[src/rtl/fetch_queue_pkg.sv]
// Shared constants and elaboration helpers for the instruction-fetch queue.
// The debug NOP shown on id_inst while the queue is empty lives here.
package fetch_queue_pkg;

    // addi x0, x0, 0
    localparam logic [31:0] FQ_NOP = 32'h0000_0013;

    localparam int unsigned FQ_INST_W = 32;

    // Width of one queue entry: the instruction PC followed by the instruction word.
    function automatic int unsigned fq_entry_w(input int unsigned xlen);
        return xlen + FQ_INST_W;
    endfunction

    function automatic bit fq_is_pow2(input int unsigned n);
        return (n >= 2) && ((n & (n - 1)) == 0);
    endfunction

endpackage

[src/rtl/fetch_fifo.sv]
// DEPTH x WIDTH circular buffer holding prefetched {pc, inst} entries.
// Flush has priority over push and pop. Push into a full buffer is taken only when a pop frees a slot in the same cycle.
module fetch_fifo
    import fetch_queue_pkg::*;
#(
    parameter int DEPTH = 4,
    parameter int WIDTH = 64,
    localparam int PW = $clog2(DEPTH),
    localparam int CW = $clog2(DEPTH) + 1
) (
    input  logic             clk,
    input  logic             rst,
    input  logic             push,
    input  logic             pop,
    input  logic             flush,
    input  logic [WIDTH-1:0] wdata,
    output logic [WIDTH-1:0] rdata,
    output logic [CW-1:0]    count,
    output logic             full,
    output logic             empty
);

    logic [WIDTH-1:0] mem [DEPTH];
    logic [PW-1:0]    head;
    logic [PW-1:0]    tail;
    logic             do_push;
    logic             do_pop;

    assign empty   = (count == '0);
    assign full    = (count == CW'(DEPTH));
    assign do_pop  = pop && !empty;
    assign do_push = push && (!full || do_pop);
    assign rdata   = mem[head];

    always_ff @(posedge clk) begin
        if (rst || flush) begin
            head  <= '0;
            tail  <= '0;
            count <= '0;
        end else begin
            if (do_push) begin
                tail <= tail + PW'(1);
            end
            if (do_pop) begin
                head <= head + PW'(1);
            end
            // A simultaneous push and pop leaves the count unchanged.
            if (do_push && !do_pop) begin
                count <= count + CW'(1);
            end else if (do_pop && !do_push) begin
                count <= count - CW'(1);
            end
        end
    end

    // Storage needs no reset: a slot is only read after it has been written.
    always_ff @(posedge clk) begin
        if (!rst && !flush && do_push) begin
            mem[tail] <= wdata;
        end
    end

endmodule

[src/rtl/fetch_queue.sv]
// RV32 fetch stage: PC generator plus prefetch queue feeding decode over valid/ready.
// Define FETCH_BYPASS_EN to forward a fetch straight to decode when the queue is empty.
module fetch_queue
    import fetch_queue_pkg::*;
#(
    parameter int          XLEN     = 32,
    parameter int          DEPTH    = 4,
    parameter logic [XLEN-1:0] RESET_PC = '0
) (
    input  logic                   clk,
    input  logic                   rst,
    output logic [XLEN-1:0]        imem_addr,
    input  logic [31:0]            imem_rdata,
    input  logic                   halt,
    input  logic                   redir_valid,
    input  logic [XLEN-1:0]        redir_pc,
    output logic                   id_valid,
    input  logic                   id_ready,
    output logic [XLEN-1:0]        id_pc,
    output logic [31:0]            id_inst,
    output logic                   misalign,
    output logic [$clog2(DEPTH):0] occupancy
);

    localparam int EW = fq_entry_w(XLEN);
    localparam int CW = $clog2(DEPTH) + 1;

    logic [XLEN-1:0] pc;
    logic [EW-1:0]   head_entry;
    logic [CW-1:0]   q_count;
    logic            q_full;
    logic            q_empty;
    logic            q_pop;
    logic            q_push;
    logic            fire;
    logic            bypass;

    // Decode only pops real queue entries; a bypassed instruction never enters the queue.
    assign q_pop = id_ready && !q_empty;

    assign fire = !rst && !halt && !redir_valid && (!q_full || q_pop);

`ifdef FETCH_BYPASS_EN
    assign bypass = fire && q_empty && id_ready;
`else
    assign bypass = 1'b0;
`endif

    assign q_push = fire && !bypass;

    fetch_fifo #(
        .DEPTH (DEPTH),
        .WIDTH (EW)
    ) u_fifo (
        .clk   (clk),
        .rst   (rst),
        .push  (q_push),
        .pop   (q_pop),
        .flush (redir_valid),
        .wdata ({pc, imem_rdata}),
        .rdata (head_entry),
        .count (q_count),
        .full  (q_full),
        .empty (q_empty)
    );

    always_ff @(posedge clk) begin
        if (rst) begin
            pc       <= RESET_PC;
            misalign <= 1'b0;
        end else begin
            misalign <= redir_valid && (redir_pc[1:0] != 2'b00);
            if (redir_valid) begin
                pc <= {redir_pc[XLEN-1:2], 2'b00};
            end else if (fire) begin
                pc <= pc + XLEN'(4);
            end
        end
    end

    always_comb begin
        id_valid = !q_empty;
        id_pc    = head_entry[EW-1 -: XLEN];
        id_inst  = q_empty ? FQ_NOP : head_entry[31:0];
        if (bypass) begin
            id_valid = 1'b1;
            id_pc    = pc;
            id_inst  = imem_rdata;
        end
    end

    assign imem_addr = pc;
    assign occupancy = q_count;

endmodule
[config.mk]
export PLATFORM = sky130hd
export DESIGN_NAME = fetch_queue
export DESIGN_NICKNAME = d
export VERILOG_FILES = /design/src/rtl/fetch_queue_pkg.sv /design/src/rtl/fetch_fifo.sv /design/src/rtl/fetch_queue.sv
export SDC_FILE = /design/constraint.sdc
export NUM_CORES = 1
export LEC_CHECK = 0
export ABC_AREA = 0
export BUFFER_PORTS_ARGS = -buffer_cell sky130_fd_sc_hd__buf_4
export CORE_ASPECT_RATIO = 0.75
export CORE_MARGIN = 5
export CORE_UTILIZATION = 57
export DETAILED_ROUTE_END_ITERATION = 6
export MAX_ROUTING_LAYER = met4
export PLACE_DENSITY = 0.8
export SETUP_SLACK_MARGIN = 0.4
export SLEW_MARGIN = 20
export SYNTH_ARGS = -nofsm -noshare
export SYNTH_HDL_FRONTEND = slang
export SYNTH_SLANG_ARGS = --single-unit
[constraint.sdc]
create_clock -name clk -period 3.9 [get_ports clk]
set_clock_uncertainty 0.1 [all_clocks]
set_input_delay 0.39 -clock clk [delete_from_list [all_inputs] [get_ports clk]]
set_output_delay 0.39 -clock clk [all_outputs]
set_load 0.02 [all_outputs]
==> impl_results.md, run 1 <==
* Endpoint of the lowest-slack register-to-register path: u_fifo.count[2]$_SDFFE_PP0P_
* Footprint of the multi-input gates at 3024 um^2
* Combined flip-flop and latch cell area at 8255 um^2
* Top cell type by total area after synthesis: edfxtp_1
* Post-detailed-route wirelength per cell at 21.67 um
* Maximum vdd drop at 297.2 uV
* Sequential share of the synthesized area at 71.73%
* Overall overflow remaining after global route at 0
* # diodes at 0
* Unrepaired setup endpoints after global routing: false
* Proportion of synthesized area in mux cells at 12.76%
* Pwr Density at 457.2 nW/um^2
* Required time at the endpoint of the critical path at 3410 ps
* Fraction of synthesized cell area taken by the top area cell type at 64.77%
* Area growth from synthesis to layout at 23.20%
* Area share of xor/xnor cells in the synthesized design at 2.514%
* Clock tree root buffer cell: clkbuf_16
* Clock tree from TritonCTS: done
* CTS H-tree depth at 1
* Depth of the worst hold-timing path at 3
* Mean area per synthesized cell at 18.05 um^2
* Min Tclk post-route at 3045 ps
* Flop and latch count out of synthesis at 288
* Maximum single-stage delay on the critical path at 740 ps
* Final net count at 913
* Post-synth EDFFs at 248
* Fraction of the mapped netlist area in adder cells at 0.8270%
* Number of cells produced by synthesis at 637
* Vias per std cell at 5.822
* Type of element launching the critical path: register
* Hold path startpoint: redir_pc[6]
* Arrival time at the worst endpoint at 2550 ps
* Max Fclk at 328.4 MHz
* Worst setup path category: register to output pin
* Area of the die at 23140 um^2
* All-layer global routing usage at 21.74%
* Synth Area in Compound Gates at 2.894%
* Largest fanout on the critical path at 35
* Clock latency on the worst-skew pair at 530 ps
* # Max-Cap Violations at 0
* Register-to-Register Path Depth at 9
* Launching point of the worst reg2reg path: u_fifo.count[0]$_SDFFE_PP0P_
* Cell at the slowest stage of the critical path: dfxtp_4
* Basic-gate share of the synthesized area counting and, or, nand and nor cells at 7.084%
* Global-route wire length before repair at 38.32 mm
* Largest net degree at the start of global routing at 63
* Overall power at 6.476 mW
* Number of distinct standard cells referenced by the synthesized netlist at 46
* Final-layout fill cell count at 1256
* Number of buffers inserted during clock tree synthesis at 27
* Netlist area before placement at 11500 um^2
* Number of I/O pins at 170
* Actual transition at the worst max-transition pin at 979.0 ps
* Final weighted congestion in routability-driven placement at 0.8382
* Final sum of negative setup slack at 0 ps
* Critical Path, Cell by Cell: buf_12, mux4_2, and2_1, buf_4
* Die outline width at 174.0 um
* Via count at 6491
* Detailed-placement wirelength estimate at 15.15 mm
* Clock slew at reported path FFs at 60 ps
* Final Routed Wirelength at 24.16 mm
* DRT iter0 DRCs at 556
* Flop-to-flop setup slack at 890 ps
* Result of the run: finished clean
* P_leak at 4.955 nW
* Hold violation total from the final report at 0
* Combinational family with the most area after synthesis: multiplexers
* Fraction of registers with async set or reset after synthesis at 0%
* Initial Utilization at 57.37%
* Drc violations at 0
* Core Region at 20040 um^2
* Antenna Violating Nets Remaining at 0
* Antenna violations before repair at 0
* Number of sinks on the clock net at 288
* Floorplan row count at 45
* Max Buffers Root-to-Sink at 3
* Primary FF master, synth: edfxtp_1
* Die Height at 133 um
* Fraction of final layout cells with drive strength greater than 1 at 34.07%
* Final setup violation count at 0
* Synthesis Warnings at 0
* Fraction of the cycle the final worst path needs at 78.07%
* Number of search-and-repair iterations in the first detailed-routing pass at 5
* Number of global-route vias before repair at 6783
* Type of element capturing the critical path: output pin
* Slew Limit Fails at 0
* I/O Buffers at 165
* Relative slew slack at 34.13%
* Main area contributors after synthesis: edfxtp_1, mux4_2, dfxtp_1
* Classification of the worst-slack hold path: input port to register
* Total setup buffers inserted after CTS at 0
* Worst hold slack across all endpoints at 21.97 ps
* Hold path endpoint: imem_addr[6]$_SDFFE_PP0P_
==> synthesized netlist by cell type, types with 9 or more instances <==
cell        n
xor2_1     10
o21a_1     14
mux4_2     62
nor3b_1     9
nand4_1     9
edfxtp_1  248
inv_1      21
dfxtp_1    40
nand2_1    13
nor2_1     16
xnor2_1    23
and2_1     33
nand3_1    13
clkbuf_1   23
a21oi_1    25
==> cell type report <==
class	count	share of cell area [%]
clock inverters	12	0.7684
well taps	258	2.279
multi-input cells	294	21.35
clock buffers	37	5.246
flip-flops and latches	288	58.28
inverters	22	0.5829
repair buffers	204	11.50
==> registers in the layout (all words and copies together), names as in the netlist, named ones only <==
name	count
imem_addr	30
misalign	1
u_fifo.count	3
u_fifo.head	2
u_fifo.mem	248
u_fifo.tail	2
==> how the worst max path moves through the flow <==
stage,slack [ps],endpoint,cells after the start
detailed placement,540,u_fifo.count[2]$_SDFFE_PP0P_,10
floorplan,450,u_fifo.mem[1][0]$_DFFE_PP_,6
global placement,640,u_fifo.count[2]$_SDFFE_PP0P_,10
finish,860,id_inst[21],4
CTS,770,id_inst[21],4
global route,520,u_fifo.count[2]$_SDFFE_PP0P_,9
==> cell families after synthesis <==
kind of cell,after synthesis
xor gates and xnor gates,33
buffers and inverters,58
AOI/OAI and AO/OA,52
DFF,288
other,1
adders and majority gates,7
and+or+nand+nor,129
muxes,69
==> metrics by stage <==
| stage | cells | worst slack, ps | cell area, um^2 | util [%] |
|---|---|---|---|---|
| after floorplan | 640 | 451.0 | 11510 | - |
| after global placement | 1032 | 637.6 | 12970 | 64.73 |
| after detailed placement | 1032 | 539.5 | 12970 | 64.73 |
| after CTS | 1115 | 768.9 | 14170 | 70.67 |
| after global routing | 1115 | 523.1 | 14170 | 70.67 |
| final | 1115 | 855.1 | 14170 | 70.67 |
==> metal layers <==
metal,part of all wire [%],GRT usage [%],up-vias
li1,-,-,2892
met1,43,30.36,3295
met2,48,34.40,264
met3,6.9,3.713,40
met4,1.9,4.879,0
met5,0,-,-
==> critical path: cells and delay by family (launching register included) <==
family | cells | cell delay [ps]
muxes | 1 | 580
DFF | 1 | 740
and+or+nand+nor | 1 | 180
buffers and inverters | 2 | 520
==> placed cells by master, fill, tap and decap left out, types with 2 or more instances in the layout <==
| cell type | synthesis | routed |
|---|---|---|
| clkbuf_16 | 0 | 27 |
| o21ai_0 | 2 | 2 |
| clkinv_1 | 0 | 6 |
| or3_1 | 2 | 2 |
| or2_2 | 4 | 4 |
| nand3_1 | 13 | 13 |
| nor2_1 | 16 | 16 |
| and3_1 | 3 | 3 |
| clkinv_2 | 0 | 2 |
| xnor2_1 | 23 | 23 |
| buf_4 | 4 | 169 |
| dfxtp_4 | 0 | 2 |
| mux2i_1 | 6 | 6 |
| edfxtp_1 | 248 | 248 |
| nor4_1 | 6 | 6 |
| dlygate4sd3_1 | 0 | 34 |
| clkbuf_1 | 23 | 7 |
| nor3_1 | 6 | 6 |
| bufinv_16 | 0 | 2 |
| o21a_1 | 14 | 14 |
| dfxtp_1 | 40 | 38 |
| and2_1 | 33 | 29 |
| ha_1 | 6 | 6 |
| mux4_2 | 62 | 62 |
| conb_1 | 1 | 4 |
| o22ai_2 | 3 | 3 |
| nand4_1 | 9 | 9 |
| nand2_1 | 13 | 13 |
| xor2_1 | 10 | 10 |
| o22ai_1 | 6 | 6 |
| nor3_2 | 3 | 3 |
| a21oi_1 | 25 | 25 |
| nor4_4 | 3 | 3 |
| clkbuf_8 | 0 | 3 |
| and2_4 | 0 | 4 |
| nor3b_1 | 9 | 9 |
| inv_1 | 21 | 21 |
==> where the power goes <==
| part | internal (mW) | switching (mW) |
|---|---|---|
| Clock | 1.46 | 1.05 |
| Sequential | 3.40 | 0.0733 |
| Combinational | 0.238 | 0.254 |
| Total | 5.10 | 1.38 |
==> what timing repair did <==
| item | 4_1_cts | 5_1_grt |
|---|---|---|
| hold endpoints to repair | 130 | 0 |
| hold buffers | 34 | 0 |
| gates resized for setup | 0 | 0 |
(Power assumes the default switching activity.)
==> inputs of run 2 (changes only) <==
--- a/config.mk
+++ b/config.mk
@@ -9,10 +9,10 @@
 export BUFFER_PORTS_ARGS = -buffer_cell sky130_fd_sc_hd__buf_4
 export CORE_ASPECT_RATIO = 0.75
 export CORE_MARGIN = 5
-export CORE_UTILIZATION = 57
+export CORE_UTILIZATION = 51
 export DETAILED_ROUTE_END_ITERATION = 6
 export MAX_ROUTING_LAYER = met4
-export PLACE_DENSITY = 0.8
+export PLACE_DENSITY = 0.75
 export SETUP_SLACK_MARGIN = 0.4
 export SLEW_MARGIN = 20
 export SYNTH_ARGS = -nofsm -noshare
==> constraint.sdc (replaced) <==
create_clock -name clk -period 2.8 [get_ports clk]
set_clock_uncertainty 0.1 [all_clocks]
set_input_delay 0.28 -clock clk [delete_from_list [all_inputs] [get_ports clk]]
set_output_delay 0.28 -clock clk [all_outputs]
set_load 0.02 [all_outputs]
==> impl_results.md, run 2 (synthesis gave the netlist of run 1 again) <==
* Number of sinks on the clock net at 288 (unchanged)
* Number of flip-flops in the largest register at 248 (unchanged)
* Slew Limit Fails at 0 (unchanged)
* Via count at 6677 (was 6491)
* Type of element capturing the critical path: output pin (unchanged)
* Actual transition at the worst max-transition pin at 607.3 ps (was 979.0 ps)
* Fraction of the cycle the final worst path needs at 86.67%
* Worst setup path category: register to output pin (unchanged)
* Leading cell types in the layout, fill and taps excluded: edfxtp_1, buf_4, mux4_2 (unchanged)
* Antenna Violating Nets Remaining at 0 (unchanged)
* Final net count at 977 (was 913)
* Kind of cell adding the most delay to the critical path: multiplexers (was flip-flops)
* Maximum single-stage delay on the critical path at 490 ps (was 740 ps)
* Maximum vdd drop at 433.4 uV (was 297.2 uV)
* Relative slew slack at 59.36% (was 34.13%)
* Final Routed Wirelength at 26.49 mm (was 24.16 mm)
* Antenna violations before repair at 0 (unchanged)
* Number of buffers inserted during clock tree synthesis at 29 (was 27)
* Clock slew at reported path FFs at 60 ps (about the same)
* Largest register by flop count: u_fifo.mem (unchanged)
* Clock tree root buffer cell: clkbuf_16 (unchanged)
* Clock tree from TritonCTS: done (unchanged)
* Max Fclk at 412.1 MHz
* Required time at the endpoint of the critical path at 2420 ps (was 3410 ps)
* Arrival time at the worst endpoint at 2050 ps (was 2550 ps)
* Vias per std cell at 5.495 (was 5.822)
* Number of search-and-repair iterations in the first detailed-routing pass at 5 (unchanged)
* Clock latency on the worst-skew pair at 530 ps (about the same)
* Die Height at 140.0 um (was 133 um)
* Cell at the slowest stage of the critical path: mux4_2 (was dfxtp_4)
* Largest net degree at the start of global routing at 56 (was 63)
* Final setup violation count at 0 (unchanged)
* Largest fanout on the critical path at 8 (was 35)
* Number of I/O pins at 170 (unchanged)
* Fraction of final layout cells with drive strength greater than 1 at 39.52% (was 34.07%)
* Most common library cell in the layout ignoring fill and taps: edfxtp_1 (unchanged)
* Die outline width at 183.4 um (was 174.0 um)
* Area of the die at 25680 um^2 (was 23140 um^2)
* Type of element launching the critical path: register (unchanged)
* Critical Path, Cell by Cell: buf_12, buf_6, mux4_2, and2_4, buf_6 (was buf_12, mux4_2, and2_1, buf_4)
* Final weighted congestion in routability-driven placement at 0.8251 (was 0.8382)
* Drc violations at 0 (unchanged)
* Classification of the worst-slack hold path: input port to register (unchanged)
* Max Buffers Root-to-Sink at 3 (unchanged)
* Pwr Density at 600.3 nW/um^2 (was 457.2 nW/um^2)
* Unrepaired setup endpoints after global routing: true (was false)
* Most frequent CP cell: buf_6
* All-layer global routing usage at 20.54% (was 21.74%)
* Overall overflow remaining after global route at 0 (unchanged)
* Floorplan row count at 47 (was 45)
* CTS H-tree depth at 1 (unchanged)
* Result of the run: finished clean (unchanged)
* DRT iter0 DRCs at 443 (was 556)
* Setup ws final at 373.3 ps (was 855.1 ps)
* Core Region at 22110 um^2 (was 20040 um^2)
* P_leak at 5.434 nW (was 4.955 nW)
* Global-route wire length before repair at 40.09 mm (was 38.32 mm)
* # diodes at 0 (unchanged)
* Area growth from synthesis to layout at 33.18% (was 23.20%)
* Post-detailed-route wirelength per cell at 21.81 um (was 21.67 um)
* Hold violation total from the final report at 0 (unchanged)
* Initial Utilization at 52.00% (was 57.37%)
* Final sum of negative setup slack at 0 ps (unchanged)
* Min Tclk post-route at 2427 ps
* I/O Buffers at 165 (unchanged)
* Count of buffer and inverter cells on the critical path at 3 (was 2)
* # Max-Cap Violations at 0 (unchanged)
* Placement-stage worst setup slack at 128.1 ps (was 539.5 ps)
* Detailed-placement wirelength estimate at 15.98 mm (was 15.15 mm)
* Number of global-route vias before repair at 7069 (was 6783)
==> run 2: changes by cell type in the layout (fill, tap and decap cells not counted), sizes merged <==
| cell | previous run | this run |
|---|---|---|
| bufinv | 2 | 1 |
| clkbuf | 37 | 38 |
| clkinv | 9 | 12 |
| dlygate4sd3 | 34 | 58 |
| buf | 170 | 204 |
| inv | 22 | 23 |
| clkinvlp | 1 | 3 |
==> run 2: worst register-to-register path, stage by stage, from the launching register on <==
cell     delay (ps)
dfxtp_1         340
nor4b_2         180
or3_1           340
inv_2            90
ha_1            180
inv_1            60
fa_1            370
xor2_1          160
or3_1           350
a21oi_2         160
==> run 2: cell type report <==
class,count,area [um^2]
flip-flops and latches,288,8258
fillers,1448,6798
multi-input cells,294,3098
repair buffers,266,2646
clock buffers,34,744.5
well taps,294,367.9
clock inverters,17,116.4
inverters,22,82.58
==> run 2: routing by layer <==
metal / track usage, % / up-vias / wire [um]
met1: 28.55 / 3365 / 11120
met4: 4.232 / 0 / 487
met2: 32.42 / 263 / 12880
li1: - / 3015 / -
met5: - / - / 0
met3: 3.810 / 34 / 2013
==> run 2: timing repair <==
item / in CTS / in global routing
hold buffers: 58 / 0
setup endpoints to repair: 63 / 54
gates cloned: 0 / 4
resized for setup: 13 / 78
setup buffers: 11 / 3
hold endpoints to repair: 153 / 0
==> run 2: final timing paths <==
path | from | to | slack [ps] | cells after the start
worst max-delay path | register | id_inst[21] | 370 | 5
worst min-delay path | redir_pc[16] | imem_addr[16]$_SDFFE_PP0P_ | 30 | 4
worst max register to register | u_fifo.count[2]$_SDFFE_PP0P_ | u_fifo.count[2]$_SDFFE_PP0P_ | 400 | 9
worst min register to register | u_fifo.tail[1]$_SDFFE_PP0P_ | u_fifo.tail[1]$_SDFFE_PP0P_ | 410 | 2
==> run 2: report_power, final <==
| group | switching, mW | leakage [nW] | internal (mW) |
|---|---|---|---|
| combinational | 0.402 | 2.43 | 0.443 |
| sequential | 0.0894 | 2.59 | 4.74 |
| clock | 1.53 | 0.420 | 1.99 |
| total | 2.03 | 5.43 | 7.17 |
==> run 2: stage by stage <==
step                hold WS (ps)  area, um^2  power [mW]  util, %  std cells
floorplan                  278.9       11530       5.258        -        640
global placement           375.3       13280       5.580    60.07       1088
detailed placement         385.9       13280       5.606    60.07       1088
CTS                        1.690       14910       9.194    67.44       1208
global route               15.18       15310       9.522    69.26       1215
finish                     28.12       15310       9.193    69.26       1215
